===== config.mk =====
export PLATFORM = sky130hd
export DESIGN_NAME = hazard_ctrl
export DESIGN_NICKNAME = d
export VERILOG_FILES = /design/src/rtl/hazard_ctrl.sv
export SDC_FILE = /design/constraint.sdc
export NUM_CORES = 1
export LEC_CHECK = 0
export BUFFER_PORTS_ARGS = -buffer_cell sky130_fd_sc_hd__clkbuf_2
export CAP_MARGIN = 10
export CORE_MARGIN = 2
export CORE_UTILIZATION = 35
export DETAILED_ROUTE_END_ITERATION = 8
export PLACE_DENSITY_LB_ADDON = 0.25
export SLEW_MARGIN = 25
export SYNTH_ARGS = -nofsm -noshare
export SYNTH_HDL_FRONTEND = slang
export SYNTH_SLANG_ARGS = --single-unit

===== constraint.sdc =====
create_clock -name clk -period 2.5 [get_ports clk]
set_input_delay 0.125 -clock clk [delete_from_list [all_inputs] [get_ports clk]]
set_output_delay 0.125 -clock clk [all_outputs]
set_load 0.05 [all_outputs]

===== src/rtl/hazard_ctrl.sv =====
// Pipeline hazard controller: load-use bubble, taken-branch flush/redirect,
// and whole-pipe freeze while data memory is busy, with saturating event counters.
module hazard_ctrl #(
  parameter int ASIZE = 5,
  parameter int ISIZE = 32
) (
  input  logic             clk,
  input  logic             rst_n,
  input  logic [ASIZE-1:0] id_rs1,
  input  logic [ASIZE-1:0] id_rs2,
  input  logic             id_rs1_used,
  input  logic             id_rs2_used,
  input  logic             ex_memRead,
  input  logic             ex_wen,
  input  logic [ASIZE-1:0] ex_waddr,
  input  logic             mem_branch_taken,
  input  logic [ISIZE-1:0] mem_branch_target,
  input  logic             dmem_busy,
  input  logic             clr_stats,
  output logic             pc_hold,
  output logic             ifid_hold,
  output logic             idex_bubble,
  output logic             ifid_flush,
  output logic             idex_flush,
  output logic             exmem_flush,
  output logic             pipe_freeze,
  output logic             pc_redirect,
  output logic [ISIZE-1:0] pc_target,
  output logic [15:0]      stall_cnt,
  output logic [15:0]      flush_cnt,
  output logic [15:0]      freeze_cnt
);

  typedef enum logic {RUN, FREEZE} state_t;

  state_t             state_reg, state_next;
  logic               pend_valid_reg, pend_valid_next;
  logic [ISIZE-1:0]   pend_target_reg, pend_target_next;
  logic [15:0]        cnt_reg [3];
  logic [2:0]         inc;

  logic               load_use, br;
  logic [ISIZE-1:0]   br_target;
  logic               hold_c, bubble_c, flush_c, freeze_c, redirect_c;
  logic [ISIZE-1:0]   target_c;

  assign load_use = ex_memRead & ex_wen & (ex_waddr != '0) &
                    ((id_rs1_used & (id_rs1 == ex_waddr)) |
                     (id_rs2_used & (id_rs2 == ex_waddr)));

  // pend_valid can only be set in FREEZE, so this also covers RUN.
  assign br        = pend_valid_reg | mem_branch_taken;
  assign br_target = pend_valid_reg ? pend_target_reg : mem_branch_target;

  always_comb begin
    state_next       = state_reg;
    pend_valid_next  = pend_valid_reg;
    pend_target_next = pend_target_reg;
    hold_c           = 1'b0;
    bubble_c         = 1'b0;
    flush_c          = 1'b0;
    freeze_c         = 1'b0;
    redirect_c       = 1'b0;
    target_c         = '0;
    inc              = 3'b000;
    if (dmem_busy) begin
      freeze_c   = 1'b1;
      inc[2]     = 1'b1;
      state_next = FREEZE;
      // The first branch seen while frozen is kept until release.
      if (mem_branch_taken && !pend_valid_reg) begin
        pend_valid_next  = 1'b1;
        pend_target_next = mem_branch_target;
      end
    end else begin
      state_next      = RUN;
      pend_valid_next = 1'b0;
      if (br) begin
        flush_c    = 1'b1;
        redirect_c = 1'b1;
        target_c   = br_target;
        inc[1]     = 1'b1;
      end else if (load_use) begin
        hold_c   = 1'b1;
        bubble_c = 1'b1;
        inc[0]   = 1'b1;
      end
    end
  end

  always_ff @(posedge clk or negedge rst_n) begin
    if (!rst_n) begin
      state_reg       <= RUN;
      pend_valid_reg  <= 1'b0;
      pend_target_reg <= '0;
    end else begin
      state_reg       <= state_next;
      pend_valid_reg  <= pend_valid_next;
      pend_target_reg <= pend_target_next;
    end
  end

  generate
    for (genvar gi = 0; gi < 3; gi++) begin : g_cnt
      always_ff @(posedge clk or negedge rst_n) begin
        if (!rst_n)
          cnt_reg[gi] <= '0;
        else if (clr_stats)
          cnt_reg[gi] <= '0;
        else if (inc[gi] && (cnt_reg[gi] != 16'hFFFF))
          cnt_reg[gi] <= cnt_reg[gi] + 16'd1;
      end
    end
  endgenerate

  assign stall_cnt  = cnt_reg[0];
  assign flush_cnt  = cnt_reg[1];
  assign freeze_cnt = cnt_reg[2];

  // Controls are combinational from inputs, so they are gated while in reset.
  assign pc_hold     = hold_c & rst_n;
  assign ifid_hold   = hold_c & rst_n;
  assign idex_bubble = bubble_c & rst_n;
  assign ifid_flush  = flush_c & rst_n;
  assign idex_flush  = flush_c & rst_n;
  assign exmem_flush = flush_c & rst_n;
  assign pipe_freeze = freeze_c & rst_n;
  assign pc_redirect = redirect_c & rst_n;
  assign pc_target   = rst_n ? target_c : '0;

endmodule


After elaboration in Yosys (flattened, before gate mapping)
Cells that the tools add are included.
- output and inout port bits: 88
- bits in registers: 81
- input port bits: 56
- word-level logic and storage cells: 53
- bitwise operators: 10
- add/subtract/negate cells: 3
- reductions and logical operators: 10
- multiplexer cells: 19
- eq/ne operators: 6
- operators by type and width (cell ; count):
    32-bit two-way mux ; 4
    16-bit two-way mux ; 6
    16-bit by 1-bit adder with 16-bit output, second input constant ; 3
    16-bit inequality test, second input constant ; 3
    5-bit equality test ; 2
    1-bit AND ; 8
    1-bit two-way mux ; 8
    2-bit nonzero test ; 3
    5-bit nonzero test ; 1
    1-bit logical AND ; 4
    2-bit two-way mux ; 1
    2-bit by 1-bit inequality test with 1-bit output, second input constant ; 1
    1-bit OR ; 2
    2-bit AND reduction ; 1
    1-bit zero test ; 1

Longest topological paths before layout
- depth in word-level cells: 10
- gate-level depth with buffers: 7
- gate-level depth less buffers: 6

Worst setup path before layout
Ideal clock, no wire load.
- kind: input port to output port
- start point: in ex_waddr[3]
- end point: out ifid_hold
- arrival: 2.141 ns
- stages: 7
- data required time: 2.375 ns
- setup slack: 0.234 ns
- cell sequence: xor2_1 nor4_1 a32oi_1 clkbuf_1 clkbuf_1 nor2_1 buf_4
- longest elaborated chain between the ends: 8
- elaborated cells between the ends (all ways): 12
- classes of those cells: 2 x eq/ne; 3 x mux; 6 x bitwise; 1 x reduce/logical
- RTL lines (what ; line ; RTL):
    start, declared ; 15 ; input logic [ASIZE-1:0] ex_waddr,
    5-bit equality test, on equally long branches ; 48, 49 ;
    1-bit AND, on equally long branches ; 48, 49 ;
    1-bit OR ; 48 ; ((id_rs1_used & (id_rs1 == ex_waddr)) |
    1-bit AND (*) ; 47 ; assign load_use = ex_memRead & ex_wen & (ex_waddr != '0) &
    1-bit two-way mux (*) (3 in a row) ; -- ;
    1-bit AND (*) ; -- ;
    end, declared ; 21 ; output logic ifid_hold,
Every way passes the cells marked *; elsewhere a longest branch is shown, timed or not.

Worst setup path in the final report
- start point: reg pend_valid_reg
- end point: out pc_target[0]
- longest elaborated chain between the ends: 4
- elaborated cells between the ends (all ways): 5
- classes of those cells: 4 x mux; 1 x bitwise
- RTL lines (what ; line ; RTL):
    start, declared ; 37 ; logic pend_valid_reg, pend_valid_next;
    start signal, assigned ; 98 ; pend_valid_reg <= pend_valid_next;
    32-bit two-way mux / 1-bit OR (equally long branches) ; 53, 52 ;
    32-bit two-way mux (*) ; 78 ; if (br) begin
    32-bit two-way mux (*) ; 66 ; if (dmem_busy) begin
    32-bit two-way mux (*) ; 129 ; assign pc_target = rst_n ? target_c : '0;
    end, declared ; 28 ; output logic [ISIZE-1:0] pc_target,
Marked as above.

==> run metrics <==
met3 routed WL 668 um; sequential share of the synthesized area 44.68%; max reg flops 32; dpl cells 761; Most used DFF post-synth dfrtp_1; hpwl dp 8409 um; Die ar. 0.01389 sq mm; largest net degree at the start of global routing 54; antenna-violating nets left 0; clock sinks 81; final setup violating endpoints 0; synthesized flop and latch total 81; Pwr per Cell Area 562.7 mW/mm^2; vias 4,139; Clock Pin Slew Worst Setup and Hold Paths 0.06 ns; CP arrival 2.09 ns; Hold Vio Cnt, Final 0; root buffer selected by CTS clkbuf_16; Synthesized Nets 523; CTS Buf Count 9; # Max-Cap Violations 0; combinational share of power 16.5%; Die H 117.9 um; # Post-CTS Setup Buffers 0; H-tree depth 3; Boundary Pins 144; share of cells above drive strength 1 35.31%; Reg2Reg Launch Point pend_valid_reg; Cell Rows 41; antenna cells 0; Non-Filler Cell Area, Final 0.005748 sq mm; Starting Density 35.95%; PortBufs 143; crit end category output port; leading area contributor after synthesis dfrtp_1; routed vias/inst 5.320; Worst Path Max Fanout 37; Clock Skew 0.005830 ns; setup tns final 0 ns; synth unique cells 47; Final Util 45.55%; leakage power 2.592 nW; Final Max Slew Viols 0; drt wl/cell 15.10 um; sw power 0.0008839 W; DRT Wirelength 11,750 um; Setup crit start pend_valid_reg; Syn Area/Cell 9.778 sq um; Crit Path Category reg2out; initial antenna violation count 0; synth-to-layout area growth 26.70%; RSZ-0062 raised after global routing no; Max Clk Rate 451.5 MHz; VDD IR max 0.0002714 V; GPL Wtd Cong 0.8958; DRC violations left 0; Net Sw Frac 27.33%; Warnings, synthesis 0; worst hold path class in2reg; vias in the first global route 3,896; grt total ovfl 0; CTS Buffer Depth 2; hold_sp mem_branch_target[10]; mapped cell area 0.004537 sq mm; metal2 WL 5444 um; Worst setup SP type flop; outcome finished, final reports clean; first-pass GRT wire length 19,710 um; Synth top cells by count dfrtp_1 (81), nor2_1 (75), mux2_2 (36); overall global routing resource usage 17.19%; CORE AREA 0.01262 sq mm; TritonCTS clock tree yes; Worst Tran Pin Value 0.9058 ns; most numerous cell in the Yosys netlist dfrtp_1; Syn Inst Count 464; slew margin rel. 39.61%; ys async rst share 100.0%; clock share of power 37.9%; clock insertion delay at the later pin of the skew report 0.33 ns; nets 660; Area contributors post-synth dfrtp_1 (45%), mux2_2 (8.9%), nor2_1 (6.2%); area share of the largest cell type after synthesis 44.68%; DP Area 0.005456 sq mm; Crit path required time 2.38 ns; Internal Pwr Total 0.002350 W; DRT iter0 DRCs 203; Tcrit/Tclk final 88.59%; sequential cell fraction of total power 45.6%; Non-Filler Instances 778; number of synthesized flops with an enable pin 0; Top Layer Used met4; drt pass-1 iters 4; WL met1 5433 um; Tmin final 2.215 ns; chip width 117.9 um
==> routing by layer <==
metal  global-route usage (%)  up-vias
met5                        0        -
met4                    6.476        0
met3                    3.973       17
met2                    26.96      125
met1                    23.15     2027
li1                         -     1970
==> through the flow <==
stage               setup slack [ns]  hold slack (ns)  power (W)
finish                        0.2851          0.03881   0.003234
global route                  0.1413          0.03254   0.003400
CTS                           0.1167          0.02466   0.003278
detailed placement            0.3357         0.004498   0.002032
global placement              0.3788        0.0008847   0.002016
floorplan                     0.2343          -0.1706   0.001848
==> cell type report <==
| type | count | area (sq um) |
|---|---|---|
| flip-flops and latches | 81 | 2027 |
| clock buffers | 14 | 264.0 |
| clock inverters | 2 | 12.51 |
| inverters | 6 | 22.52 |
| multi-input cells | 345 | 2361 |
| well taps | 172 | 215.2 |
| fillers | 1243 | 6872 |
| repair buffers | 158 | 845.8 |
==> worst max-delay path, stage by stage, from the launching register on <==
cell      delay, ns
dfrtp_1        0.40
buf_4          0.28
nor2b_4        0.30
buf_4          0.23
a22oi_1        0.08
nor2_1         0.15
clkbuf_2       0.30
==> cell usage in the layout, fill, tap and decap left out, types with 12 or more instances in the layout <==
master    count
nor2_1       75
mux2_2       36
a21oi_1      16
dfrtp_1      81
nand4_1      16
nand2_1      20
a22oi_1      31
buf_4        14
xnor2_1      15
xor2_1       21
nand3_1      12
or4_1        13
clkbuf_2    142
==> cells by family after synthesis <==
kind of cell               count (synthesis)  share of synthesized area (%)
AOI/OAI and AO/OA                         79                          12.63
xor gates and xnor gates                  36                          6.950
adders and majority gates                  3                         0.8274
buffers and inverters                     38                          3.585
DFF                                       81                          44.68
muxes                                     39                          9.597
and+or+nand+nor                          188                          21.73
==> path summary, 6_finish.rpt <==
| path | to | slack, ns | depth (start not counted) |
|---|---|---|---|
| max | pc_target[0] | 0.29 | 6 |
| min | pend_target_reg[10] | 0.04 | 2 |
| max reg2reg | stall_cnt[13] | 0.33 | 5 |
| min reg2reg | pend_target_reg[25] | 0.51 | 1 |
| max in group asynchronous | stall_cnt[11] | 1.36 | 3 |
| min in group asynchronous | flush_cnt[8] | 0.19 | 2 |
==> timing repair <==
item / CTS / global route
setup endpoints to repair: 0 / 5
hold endpoints to repair: 28 / 0
hold buffers: 1 / 0
gates resized for setup: 0 / 1
==> power by group through the flow <==
| stage | clock network (W) | logic, W | registers (W) |
|---|---|---|---|
| 6_report | 0.00123 | 0.000533 | 0.00147 |
| 5_1_grt | 0.00133 | 0.000583 | 0.00149 |
| 4_1_cts | 0.00127 | 0.000539 | 0.00147 |
| 3_5_place_dp | 0 | 0.000536 | 0.00150 |
| 3_3_place_gp | 0 | 0.000528 | 0.00149 |
| 2_1_floorplan | 0 | 0.000345 | 0.00150 |
Note: power is estimated with default switching activity, not from simulation.
